$ cat src/rtl/id_issue.sv
// RV32I decode/issue stage: decodes the ALU subset and launches it into ex
// with a registered one-cycle ex_en pulse once the operands have settled.
module id_issue #(
    parameter int XLEN = 32,
    parameter int RA_W = 5
) (
    input  logic            clk,
    input  logic            rst,
    input  logic            inst_valid,
    output logic            inst_ready,
    input  logic [XLEN-1:0] inst,
    input  logic [XLEN-1:0] inst_pc,
    input  logic            hold,
    input  logic            flush,
    output logic [XLEN-1:0] pc,
    output logic [XLEN-1:0] imm,
    output logic            pc_en,
    output logic            imm_en,
    output logic [2:0]      aluop,
    output logic [RA_W-1:0] rs1,
    output logic [RA_W-1:0] rs2,
    output logic [RA_W-1:0] rd,
    output logic            rd_we,
    output logic            ex_en,
    output logic            illegal
);

    localparam logic [2:0] ALU_OR  = 3'd0;
    localparam logic [2:0] ALU_AND = 3'd1;
    localparam logic [2:0] ALU_XOR = 3'd2;
    localparam logic [2:0] ALU_ADD = 3'd3;
    localparam logic [2:0] ALU_SUB = 3'd4;

    typedef enum logic [1:0] {
        IDLE,
        SETUP,
        FIRE
    } state_t;

    state_t state_q, state_d;

    logic            ready_q, ready_d;
    logic            ex_en_q, ex_en_d;
    logic            illegal_q, illegal_d;
    logic [XLEN-1:0] pc_q, pc_d;
    logic [XLEN-1:0] imm_q, imm_d;
    logic            pc_en_q, pc_en_d;
    logic            imm_en_q, imm_en_d;
    logic [2:0]      aluop_q, aluop_d;
    logic [RA_W-1:0] rs1_q, rs1_d;
    logic [RA_W-1:0] rs2_q, rs2_d;
    logic [RA_W-1:0] rd_q, rd_d;
    logic            rd_we_q, rd_we_d;

    logic [6:0] opc;
    logic [2:0] f3;
    logic [6:0] f7;
    logic       is_op, is_opi, is_lui, is_auipc;

    logic            dec_ok;
    logic [2:0]      dec_aluop;
    logic            dec_pc_en;
    logic            dec_imm_en;
    logic [XLEN-1:0] dec_imm;
    logic [RA_W-1:0] dec_rs1;
    logic [RA_W-1:0] dec_rs2;
    logic            xfer;

    assign opc      = inst[6:0];
    assign f3       = inst[14:12];
    assign f7       = inst[31:25];
    assign is_op    = (opc == 7'b0110011);
    assign is_opi   = (opc == 7'b0010011);
    assign is_lui   = (opc == 7'b0110111);
    assign is_auipc = (opc == 7'b0010111);
    assign xfer     = inst_valid & ready_q;

    always_comb begin
        dec_ok     = 1'b0;
        dec_aluop  = ALU_ADD;
        dec_pc_en  = 1'b0;
        dec_imm_en = 1'b0;
        dec_imm    = '0;
        dec_rs1    = RA_W'(inst[19:15]);
        dec_rs2    = '0;
        unique case (1'b1)
            is_op: begin
                dec_rs2 = RA_W'(inst[24:20]);
                unique case (f3)
                    3'b000: begin
                        dec_ok    = (f7 == 7'h00) || (f7 == 7'h20);
                        dec_aluop = f7[5] ? ALU_SUB : ALU_ADD;
                    end
                    3'b100: begin
                        dec_ok    = (f7 == 7'h00);
                        dec_aluop = ALU_XOR;
                    end
                    3'b110: begin
                        dec_ok    = (f7 == 7'h00);
                        dec_aluop = ALU_OR;
                    end
                    3'b111: begin
                        dec_ok    = (f7 == 7'h00);
                        dec_aluop = ALU_AND;
                    end
                    default: dec_ok = 1'b0;
                endcase
            end
            is_opi: begin
                dec_imm_en = 1'b1;
                dec_imm    = XLEN'($signed(inst[31:20]));
                unique case (f3)
                    3'b000: begin dec_ok = 1'b1; dec_aluop = ALU_ADD; end
                    3'b100: begin dec_ok = 1'b1; dec_aluop = ALU_XOR; end
                    3'b110: begin dec_ok = 1'b1; dec_aluop = ALU_OR;  end
                    3'b111: begin dec_ok = 1'b1; dec_aluop = ALU_AND; end
                    default: dec_ok = 1'b0;
                endcase
            end
            is_lui: begin
                dec_ok     = 1'b1;
                dec_imm_en = 1'b1;
                dec_rs1    = '0;
                dec_imm    = XLEN'($signed({inst[31:12], 12'h000}));
            end
            is_auipc: begin
                dec_ok     = 1'b1;
                dec_pc_en  = 1'b1;
                dec_imm_en = 1'b1;
                dec_rs1    = '0;
                dec_imm    = XLEN'($signed({inst[31:12], 12'h000}));
            end
            default: dec_ok = 1'b0;
        endcase
    end

    // ex_en is registered off FIRE so ex sees a glitch-free edge
    always_comb begin
        state_d   = state_q;
        pc_d      = pc_q;
        imm_d     = imm_q;
        pc_en_d   = pc_en_q;
        imm_en_d  = imm_en_q;
        aluop_d   = aluop_q;
        rs1_d     = rs1_q;
        rs2_d     = rs2_q;
        rd_d      = rd_q;
        rd_we_d   = rd_we_q;
        illegal_d = xfer & ~dec_ok;
        unique case (state_q)
            IDLE: begin
                if (xfer && dec_ok) begin
                    state_d  = SETUP;
                    pc_d     = inst_pc;
                    imm_d    = dec_imm;
                    pc_en_d  = dec_pc_en;
                    imm_en_d = dec_imm_en;
                    aluop_d  = dec_aluop;
                    rs1_d    = dec_rs1;
                    rs2_d    = dec_rs2;
                    rd_d     = RA_W'(inst[11:7]);
                    rd_we_d  = (inst[11:7] != 5'd0);
                end
            end
            SETUP: begin
                if (flush) begin
                    state_d = IDLE;
                end else if (!hold) begin
                    state_d = FIRE;
                end
            end
            FIRE:    state_d = IDLE;
            default: state_d = IDLE;
        endcase
        ready_d = (state_d == IDLE);
        ex_en_d = (state_q == FIRE);
    end

    always_ff @(posedge clk or negedge rst) begin
        if (!rst) begin
            state_q   <= IDLE;
            ready_q   <= 1'b0;
            ex_en_q   <= 1'b0;
            illegal_q <= 1'b0;
            pc_q      <= '0;
            imm_q     <= '0;
            pc_en_q   <= 1'b0;
            imm_en_q  <= 1'b0;
            aluop_q   <= 3'h0;
            rs1_q     <= '0;
            rs2_q     <= '0;
            rd_q      <= '0;
            rd_we_q   <= 1'b0;
        end else begin
            state_q   <= state_d;
            ready_q   <= ready_d;
            ex_en_q   <= ex_en_d;
            illegal_q <= illegal_d;
            pc_q      <= pc_d;
            imm_q     <= imm_d;
            pc_en_q   <= pc_en_d;
            imm_en_q  <= imm_en_d;
            aluop_q   <= aluop_d;
            rs1_q     <= rs1_d;
            rs2_q     <= rs2_d;
            rd_q      <= rd_d;
            rd_we_q   <= rd_we_d;
        end
    end

    assign inst_ready = ready_q;
    assign ex_en      = ex_en_q;
    assign illegal    = illegal_q;
    assign pc         = pc_q;
    assign imm        = imm_q;
    assign pc_en      = pc_en_q;
    assign imm_en     = imm_en_q;
    assign aluop      = aluop_q;
    assign rs1        = rs1_q;
    assign rs2        = rs2_q;
    assign rd         = rd_q;
    assign rd_we      = rd_we_q;

endmodule

$ cat config.mk
export PLATFORM = sky130hd
export DESIGN_NAME = id_issue
export DESIGN_NICKNAME = d
export VERILOG_FILES = /design/src/rtl/id_issue.sv
export SDC_FILE = /design/constraint.sdc
export NUM_CORES = 1
export LEC_CHECK = 0
export BUFFER_PORTS_ARGS = -buffer_cell sky130_fd_sc_hd__buf_2
export CORE_MARGIN = 1
export CORE_UTILIZATION = 48
export DETAILED_ROUTE_END_ITERATION = 8
export PLACE_DENSITY = 0.84
export SLEW_MARGIN = 40
export SYNTH_ARGS = -nofsm -noshare
export SYNTH_HDL_FRONTEND = slang
export SYNTH_SLANG_ARGS = --single-unit
$ cat constraint.sdc
create_clock -name clk -period 1.9 [get_ports clk]
set_input_delay 0.095 -clock clk [delete_from_list [all_inputs] [get_ports clk]]
set_output_delay 0.095 -clock clk [all_outputs]
set_load 0.05 [all_outputs]
==> results summary, run 1 <==
The number of instances on the worst hold path came out at 4. Clock latency on the worst-skew pair, taken at its later pin, is 340 ps. The average wire length per cell after detail routing is 16.4 um. Among all cell types in the netlist, the one instantiated most often is dfrtp_1. The final critical path time including I/O delays and setup came out at 1640 ps. The area occupied by multi-input gates came out at 1460 um^2. The clock transition at the registers of the reported paths is 80 ps. The detailed-route DRC error count is 0. In the final design database the tool counted 568 nets. The kind of cell with the highest combined delay on the critical path is simple AND/OR/NAND/NOR gates.

Summing over every cut layer, the via total after detailed routing is 3251. The origin of the critical flop-to-flop path is state_q[1]$_DFF_PN0_. The actual transition at the worst max-transition pin came out at 541 ps. The die outline area came out at 8400 um^2. The number of hold violations in the final report came out at 0. Once detail routing completed, the nets flagged for antenna violations numbered 0. The final layout contains routed wiring with a total length of 9.90 mm.

The TritonCTS clock tree is built. The worst setup path is captured at a flop. Routability-driven placement finished with a final weighted congestion of 0.838.

The ratio of final minimum period to clock period is 86.5%. After synthesis, the most frequently instantiated cells are dfrtp_1 (90), mux2_1 (40), a21bo_2 (23), nand4_1 (23), a21oi_1 (21). Setup slack on the worst reg-to-reg path comes out at 260 ps. Yosys attributes the largest share of cell area to dfrtp_1 (58%), mux2_1 (12%), a21bo_2 (6.0%). The max-cap check violation count is 0.

In this design, the stage delay of the slowest critical-path cell is 420 ps. The critical path is of the flop to flop type. Data arrives at the worst endpoint at 1860 ps. The worst setup path is launched from a flop. Compared with the post-synthesis result, the final layout area differs by 40.3%. Global routing used 24.5% of the available tracks across all layers.

The top-area cell type share of the netlist area is 58.4%. The length in cells of the worst reg-to-reg path is 4. The die height came out at 91.7 um.

The post-synthesis register bit count came out at 90. The number of enable flip-flop cells after synthesis came out at 0. The area taken by flip-flops and latches came out at 2250 um^2. The maximum level of the CTS H-tree came out at 3. The total power per unit cell area is 999 nW/um^2. The first global-routing pass estimated 15.8 mm of wire.

For this block, the initial DRC count from the detailed router was 229. The clock buffer count from CTS is 9. The effective utilization at floorplan is 49.7%. The sum of negative setup slack came out at 0 ps.

The die width came out at 91.7 um. The largest net degree at the start of global routing came out at 53. At the worst endpoint, the required time is 2120 ps.

The number of antenna violations at the first check in global routing came out at 0. The number of synthesis warnings is 0. The endpoint of the worst-slack reg-to-reg timing path is pc[13]$_DFFE_PN0P_. The half-perimeter wire length after placement came out at 6.66 mm. The clock sink total is 90. The most critical setup path has its endpoint at pc[13]$_DFFE_PN0P_.

Among all stages on the critical path, the largest delay is contributed by dfrtp_1. The async set-or-reset flop fraction in the synthesized netlist is 100%. The synthesized netlist net count came out at 371.

The cell chosen for the clock root is clkbuf_8. The path length in cells of the critical path is 4. The maximum vdd ir drop is 642 uV. The timing-limited maximum frequency is 0.608 GHz. The flow ran to the end, and the final reports show no timing, DRC or antenna violations. The total congestion overflow is 0. The biggest area contributor in the post-synthesis netlist is dfrtp_1. The buffer and inverter count on the worst path is 1. The post-route netlist has 42.5% of its cells at a drive strength greater than 1. The pre-antenna-repair detailed-routing pass consisted of 5 iterations. Post-CTS timing repair inserted 0 buffers for setup.

The number of distinct library cells after synthesis is 38. Using the TritonRoute via totals, the vias-per-cell ratio works out to 5.37. The number of top-level pins came out at 157. The average footprint of a synthesized cell came out at 12.8 um^2. Setup repair after global routing left no endpoint under its margin.

The worst clock skew is 10.4 ps. The post-synthesis instance area is 3860 um^2. For this run, the leading register cell type out of synthesis is dfrtp_1. The max-slew violation total from the final report is 0.

The tightest hold path in the finished design has a slack of 21.6 ps. The number of port buffers came out at 156. The most critical setup path has its startpoint at state_q[1]$_DFF_PN0_. The number of global-route vias before repair came out at 3171. The synthesized netlist cell count came out at 302. The repair_antennas step left the layout with diodes totalling 0. The final setup violation count came out at 0.

The critical path goes through nor4_4, nand2_4, buf_12, mux2_1. The maximum count of clock buffers along a single path came out at 2. The initialized floorplan defines 32 standard-cell rows. The maximum fanout count along the critical path came out at 42. The core outline area came out at 7770 um^2.

The worst slew slack as a fraction of its limit is 63.8%. The path class of the tightest hold or removal check is primary input to flop. The fraction of the yosys area taken by sequential cells came out at 58.4%. The hold path startpoint is flush. The number of filler instances in the final layout is 589.

The standby leakage power came out at 2.89 nW.
[worst min-delay path by stage]
stage | to
floorplan | aluop[0]$_DFFE_PN0P_
global placement | rs2[3]$_DFFE_PN0P_
detailed placement | rs2[3]$_DFFE_PN0P_
CTS | state_q[0]$_DFF_PN0_
global route | state_q[0]$_DFF_PN0_
finish | state_q[0]$_DFF_PN0_
[final cells by class]
cell class,count,area share [%]
Inverter,8,0.555
Timing Repair Buffer,207,24.5
Tap cell,102,2.36
Multi-Input combinational cell,183,27.0
Clock inverter,5,1.46
Sequential cell,90,41.6
Clock buffer,10,2.54
[per-layer routing]
metal | vias up | GRT usage (%) | share of wire, %
li1 | 1501 | - | -
met3 | 18 | 5.22 | 6.3
met2 | 148 | 42.0 | 51
met4 | 0 | 10.6 | 2.4
met5 | - | 0 | 0
met1 | 1584 | 29.9 | 40
[repair_timing]
item                      CTS  global route
hold buffers               39             0
hold endpoints to repair   91             0
resized for setup           0             0
[state kept, by name, summed over array words and instances, names as in the netlist]
register / count
aluop: 3
ex_en: 1
illegal: 1
imm: 32
imm_en: 1
inst_ready: 1
pc: 32
pc_en: 1
rd: 5
rd_we: 1
rs1: 5
rs2: 5
state_q: 2
[kinds of logic after synthesis]
logic type | synth area share (%)
flops | 58.4
simple gates | 11.1
compound gates | 12.9
mux | 13.8
buf+inv | 3.83
[power by group]
| part | internal [W] | switching [W] |
|---|---|---|
| combinational | 0.000453 | 0.00125 |
| sequential | 0.00216 | 0.000135 |
| clock | 0.000768 | 0.000639 |
| total | 0.00339 | 0.00202 |
[through the flow]
stage	instances	setup WS [ps]	area, um^2	utilization, %	power, W
final	605	257	5410	69.7	0.00541
after global routing	605	234	5410	69.7	0.00563
after CTS	605	265	5410	69.7	0.00544
after detailed placement	551	96.2	4810	61.9	0.00397
after global placement	551	172	4810	61.9	0.00393
after floorplan	302	40.5	3860	-	0.00348
[worst register-to-register path, delay by kind of cell, from the launching register on]
| kind | cells | cell delay (ps) |
|---|---|---|
| buffers and inverters | 1 | 210 |
| AND/OR/NAND/NOR | 2 | 530 |
| multiplexers | 1 | 370 |
| flip-flops | 1 | 420 |
[cells in the final DEF, fill, tap and decap left out, drive strengths merged, types with 2 or more instances in the layout]
master / count
nor3: 3
nor4: 2
mux2: 42
mux2i: 6
nor2: 8
a21bo: 23
nand2b: 5
a31oi: 2
dfrtp: 90
clkbuf: 10
nand2: 17
dlygate4sd3: 39
clkinv: 3
bufinv: 2
buf: 168
a41oi: 12
nor2b: 4
a21oi: 21
nand4: 23
inv: 8
Note: power is estimated with default switching activity, not from simulation.
==> inputs of run 2 (changes only) <==
- CORE_UTILIZATION: 48 -> 50
- CTS_BUF_LIST: not set -> sky130_fd_sc_hd__clkbuf_2 sky130_fd_sc_hd__clkbuf_4 sky130_fd_sc_hd__clkbuf_8
- PLACE_DENSITY: 0.84 -> 0.86
==> results summary, run 2 (synthesized netlist as in run 1, its figures left out) <==
The cell total after placement is 548 (-0.54%). STA classifies the critical path endpoint as a flop. The utilization after layout came out at 72.9% (+3.2 points). For hold timing, the worst endpoint is pc[1]$_DFFE_PN0P_. The total wire length after detailed routing came out at 10.1 mm (+1.5%). The area overhead of the layout relative to synthesis is 39.3%. The number of top-level pins was 157 (unchanged). The core outline area is 7370 um^2 (-5.1%). In this run the most critical hold path is launched from inst_pc[1]. The row count came out at 31 (-3.1%).

The first-pass GRT wire length came out at 16.9 mm (+7.4%). The ratio of final minimum period to clock period is 89.1% (+2.6 points). Setup repair after global routing left no endpoint under its margin. The final setup violation count came out at 0 (unchanged).

The cell chosen for the clock root is clkbuf_8. The clock buffer count from CTS was 9 (unchanged). The total power per unit cell area came out at 993 nW/um^2 (-0.60%).

The half-perimeter wire length after placement came out at 6.72 mm (+0.82%). The run finished with clean final reports. The setup slack on the worst flop-to-flop path came out at 210 ps (-50 ps). The worst register-to-register path ends at pc[11]$_DFFE_PN0P_.

The largest net degree at the start of global routing came out at 60 (+13%). The length in cells of the worst reg-to-reg path came to 4 (unchanged). The die outline area came out at 8070 um^2 (-3.9%).

The number of DRC markers after the initial detailed-route iteration is 250 (+9.2%). The critical path required time is 2120 ps (about the same). The share of layout cells above drive strength 1 is 42.7% (+0.20 points). The number of nets with antenna violations after routing came out at 0 (unchanged). The aggregate global-route resource usage was 26.6% (+2.1 points). The average wire length per cell after detail routing came out at 16.7 um (+2.0%). The length of the first detailed-routing pass in iterations is 4 (-1). The least setup slack across all paths after layout is 208 ps (-49.0 ps). Leaving out fill and tap cells, the most frequent cell in the layout is buf_2. The detailed-route DRC error count came to 0 (unchanged). The clock transition at the registers of the reported paths came to 90 ps (about the same). The worst slack at placement was 95.9 ps (-0.263 ps).

The signal on the critical path passes through nor4_4, nand2_4, buf_12, mux2_1. The startpoint identified for the worst register-to-register timing path is state_q[1]$_DFF_PN0_. The maximum level of the CTS H-tree is 3 (unchanged). The weighted congestion at the end of routability-driven global placement is 0.873 (+4.2%). The detailed-route vias per instance was 5.37 (about the same).

The sum of negative setup slack is 0 ps (unchanged). The library cells used most frequently in the layout, excluding fill and tap cells, are buf_2 (155), dfrtp_1 (90), mux2_1 (40). The actual transition at the worst max-transition pin came out at 474 ps (-67.0 ps).

The total congestion overflow is 0 (unchanged). The post-route non-filler standard cell count is 602 (-0.50%). The max-slew violation total from the final report is 0 (unchanged). The maximum count of clock buffers along a single path came to 2 (unchanged). The number of port buffers is 156 (unchanged). The clock sink total was 90 (unchanged). The max-cap check violation count came out at 0 (unchanged). The endpoint arrival time on the critical path is 1910 ps (+50 ps).

The net count reported at finish is 567 (-0.18%). The number of global-route vias before repair came out at 3415 (+7.7%). The die height came out at 89.9 um (-2.0%). The source-to-sink clock delay at the later pin of the worst-skew pair is 350 ps (about the same). The final critical path time including I/O delays and setup came out at 1690 ps (+49.0 ps). The via count came out at 3233 (-0.55%). The min-delay analysis places its worst path in the category primary input to flop.

The maximum vdd ir drop came out at 561 uV (-13%). The critical setup path kind is flop to flop. The effective utilization at floorplan came to 52.4% (+2.7 points). The number of hold violations in the final report is 0 (unchanged). The diode insertion count for antenna repair is 0 (unchanged).

The critical path's largest stage delay is 470 ps (+50 ps). The die width was 89.9 um (-2.0%). The standby leakage power came to 2.87 nW (-0.63%). The maximum fanout count along the critical path was 43 (+2.4%).

The cell with the largest stage delay on the worst path is nor4_4. The number of instances on the worst hold path is 2 (-2). The worst clock skew is 7.52 ps (-2.91 ps).

The number of antenna violations at the first check in global routing is 0 (unchanged). The TritonCTS clock tree is built. The worst setup path is launched from a flop. The overall power is 0.00534 W (-1.3%). The worst slew slack as a fraction of its limit came out at 68.3% (+4.5 points). The timing-limited maximum frequency was 0.591 GHz (-2.9%).
[run 2: cell count changes in the layout (fill, tap and decap cells not counted), sizes merged]
| cell | previous run | this run |
|---|---|---|
| bufinv | 2 | 1 |
| clkinv | 3 | 2 |
| clkbuf | 10 | 12 |
| clkinvlp | 0 | 1 |
| dlygate4sd3 | 39 | 38 |
[run 2: worst max path at each step]
stage	startpoint	endpoint	depth (start not counted)
4_1_cts	state_q[1]$_DFF_PN0_	pc[11]$_DFFE_PN0P_	4
2_1_floorplan	inst_ready$_DFF_PN0_	aluop[0]$_DFFE_PN0P_	5
5_1_grt	state_q[1]$_DFF_PN0_	pc[4]$_DFFE_PN0P_	4
6_report	state_q[1]$_DFF_PN0_	pc[11]$_DFFE_PN0P_	4
3_5_place_dp	inst[2]	pc[11]$_DFFE_PN0P_	7
3_3_place_gp	inst[3]	pc[9]$_DFFE_PN0P_	7
[run 2: timing repair]
| item | 4_1_cts | 5_1_grt |
|---|---|---|
| resized for setup | 0 | 0 |
| setup buffers | 0 | 0 |
| endpoints found under the hold margin | 69 | 0 |
| hold buffers | 38 | 0 |
[run 2: layout make-up]
type,instances,area [um^2]
sequential,90,2250
fill,521,2000
tap,99,124
inverter,8,30.0
multi-input combinational,183,1460
clock buffer,12,153
clock inverter,4,51.3
timing repair buffer,206,1300
[run 2: stage by stage]
step / hold slack (ps) / instance area (um^2)
6_report: 8.34 / 5370
5_1_grt: 5.26 / 5370
4_1_cts: 0.448 / 5370
3_5_place_dp: 59.5 / 4790
3_3_place_gp: 54.3 / 4790
2_1_floorplan: -201 / 3860
[run 2: layer usage]
| metal | global-route usage, % | share of wire (%) |
|---|---|---|
| met1 | 34.6 | 41 |
| met2 | 44.7 | 51 |
| met3 | 3.38 | 5.1 |
| met4 | 12.4 | 3.0 |
| met5 | 0 | 0 |
[run 2: report_power, final]
| part | internal, W | switching (W) |
|---|---|---|
| Clock | 0.000675 | 0.000660 |
| Combinational | 0.000448 | 0.00125 |
| Sequential | 0.00216 | 0.000138 |
[run 2: worst max-delay path: cells and delay by family (launching register included)]
kind	cells	cell delay (ps)
buffers and inverters	1	220
DFF	1	420
muxes	1	350
and+or+nand+nor	2	590
==> inputs of run 3 (changes only) <==
- PLACE_DENSITY: 0.86 -> 0.82
==> results summary, run 3 (synthesized netlist as in run 1, its figures left out) <==
The critical path required time came to 2130 ps (about the same). The critical path's largest stage delay is 460 ps (about the same). The combinational group share of total power came out at 30.6% (-1.3 points). The type of element capturing the critical path is a flop. The clock buffer count from CTS is 9 (unchanged).

The total wire length after detailed routing was 10.5 mm (+4.4%). The weighted congestion at the end of routability-driven global placement came out at 0.910 (+4.3%). The buffer and inverter count on the worst path was 1 (unchanged).

By startpoint and endpoint, the worst setup path is classified as flop to flop. Leaving out fill and tap cells, the most frequent cell in the layout is buf_2. The max-slew violation total from the final report came out at 0 (unchanged). The number of DRC markers after the initial detailed-route iteration came to 196 (-22%).

The detailed-route DRC error count is 0 (unchanged). The total power per unit cell area came out at 1020 nW/um^2 (+3.0%). The worst hold path begins at inst[17]. The via count is 3319 (+2.7%). The largest individual stage delay along the critical path comes from the cell nor4_4. The net count reported at finish came out at 572 (+0.88%). The endpoint arrival time on the critical path came out at 1950 ps (+40 ps). Traced cell by cell, the critical path runs through nor4_4, nand2_4, buf_12, mux2_1. The ratio of final minimum period to clock period was 90.4% (+1.4 points).

The die height is 89.9 um (unchanged). The sum of negative setup slack came out at 0 ps (unchanged). The aggregate global-route resource usage is 26.8% (+0.22 points). The design internal power is 0.00350 W (+6.5%). The net switching power figure is 0.00208 W (+1.6%). The source-to-sink clock delay at the later pin of the worst-skew pair is 350 ps (about the same).

The number of top-level pins is 157 (unchanged). The worst clock skew is 9.92 ps (+2.39 ps). The diode insertion count for antenna repair is 0 (unchanged). The number of antenna violations at the first check in global routing is 1 (+1). In the layout the commonest cells are buf_2 (155), dfrtp_1 (90), mux2_1 (40), dlygate4sd3_1 (40).

The die width is 89.9 um (unchanged). The core outline area came out at 7370 um^2 (unchanged). The total congestion overflow is 0 (unchanged). The row count came out at 31 (unchanged). The clock transition at the registers of the reported paths is 90 ps (about the same). The maximum count of clock buffers along a single path is 2 (unchanged). In this run the worst setup path begins at state_q[1]$_DFF_PN0_. The proportion of power drawn by the clock network came to 28.1% (+3.1 points).

The utilization after layout came out at 74.1% (+1.2 points). The number of nets with antenna violations after routing came out at 0 (unchanged). The number of global-route vias before repair came out at 3281 (-3.9%).

The maximum vdd ir drop is 594 uV (+5.9%). The half-perimeter wire length after placement is 7.02 mm (+4.6%). The TritonCTS clock tree is built.

STA classifies the critical path startpoint as a flop. The max-cap check violation count came out at 0 (unchanged). The timing-limited maximum frequency came out at 0.582 GHz (-1.5%).

The maximum fanout count along the critical path is 44 (+2.3%). The post-route non-filler standard cell count came out at 607 (+0.83%). The number of buffers added for setup after CTS is 0 (unchanged). The total of cells resized after clock tree synthesis is 0 (unchanged).

In this run the critical register-to-register path is launched from state_q[1]$_DFF_PN0_. The run finished with clean final reports. The share of layout cells above drive strength 1 came out at 42.9% (+0.17 points). The path class of the tightest hold or removal check is primary input to flop. The cell sitting at the root of the clock tree is a clkbuf_8. The die outline area came out at 8070 um^2 (unchanged). The clock sink total is 90 (unchanged). The standby leakage power is 2.91 nW (+1.3%).

The cell total after placement is 551 (+0.55%). The detailed-route vias per instance is 5.47 (+1.8%). The worst slew slack as a fraction of its limit came out at 65.7% (-2.6 points).

The instance area at placement came out at 4810 um^2 (+0.47%). The number of port buffers came out at 156 (unchanged). The maximum level of the CTS H-tree came out at 3 (unchanged). The actual transition at the worst max-transition pin came out at 512 ps (+38.3 ps).

Broken down by cell family, the worst path's largest delay share belongs to simple AND/OR/NAND/NOR gates. Setup repair after global routing left no endpoint under its margin. The final instance area is 5460 um^2 (+1.6%). The part of the power in registers came to 41.2% (-1.9 points). The effective utilization at floorplan is 52.4% (unchanged). The largest net degree at the start of global routing came out at 51 (-15%). Relative to the synthesized area, the layout overhead comes to 41.5%. The average wire length per cell after detail routing came out at 17.3 um (+3.5%).

The final setup violation count was 0 (unchanged). The overall power is 0.00558 W (+4.6%). The number of hold violations in the final report came out at 0 (unchanged). The switching power share of the total came out at 37.3% (-1.1 points). The length of the first detailed-routing pass in iterations is 4 (unchanged). The first-pass GRT wire length came to 16.9 mm (-0.28%).

The final critical path time including I/O delays and setup is 1720 ps (+25.8 ps).
run 3: changes by cell type in the layout (fill, tap and decap cells not counted), sizes merged:
| cell | previous run | this run |
|---|---|---|
| buf | 168 | 171 |
| clkbuf | 12 | 9 |
| bufinv | 1 | 3 |
| clkinv | 2 | 0 |
| dlygate4sd3 | 38 | 40 |
| inv | 8 | 10 |
| clkinvlp | 1 | 2 |
run 3: final cells by class:
type                       instances  area, um^2
sequential                        90        2250
timing repair buffer             211        1350
clock inverter                     7         123
multi-input combinational        183        1460
tap                               99         124
inverter                           8        30.0
fill                             523        1910
clock buffer                       9         124
run 3: worst min-delay path: cells and delay by family:
kind,cells,cell delay (ps)
simple gates,1,50
compound gates,1,100
buf+inv,1,110
run 3: timing repair:
action / in CTS / in global routing
hold buffers: 40 / 0
hold endpoints to repair: 75 / 0
setup endpoints to repair: 0 / 0
run 3: final timing paths:
path / end / slack [ps] / cells past startpoint
max: pc[10]$_DFFE_PN0P_ / 180 / 4
min: imm[17]$_DFFE_PN0P_ / 40 / 3
max reg2reg: pc[10]$_DFFE_PN0P_ / 180 / 4
min reg2reg: imm[13]$_DFFE_PN0P_ / 490 / 1
max in group asynchronous: imm[7]$_DFFE_PN0P_ / 1040 / 3
min in group asynchronous: imm[15]$_DFFE_PN0P_ / 260 / 2
run 3: power by group through the flow:
stage	Sequential [W]	Combinational [W]	Clock, W
after detailed placement	0.00233	0.00164	0
after global routing	0.00233	0.00179	0.00168
after global placement	0.00232	0.00161	0
after floorplan	0.00322	0.000261	0
after CTS	0.00229	0.00171	0.00160
final	0.00230	0.00171	0.00157
run 3: metal layers:
layer,part of all wire [%],GRT usage (%),vias up
li1,-,-,1506
met1,41,33.6,1634
met4,2.0,11.7,2
met2,51,45.2,156
met5,0.12,0,-
met3,6.1,5.75,21
run 3: stage by stage:
step	setup slack (ps)	hold slack, ps
3_3_place_gp	96.9	97.0
2_1_floorplan	40.5	-201
6_report	182	40.3
5_1_grt	113	42.8
3_5_place_dp	-7.94	97.9
4_1_cts	193	27.8
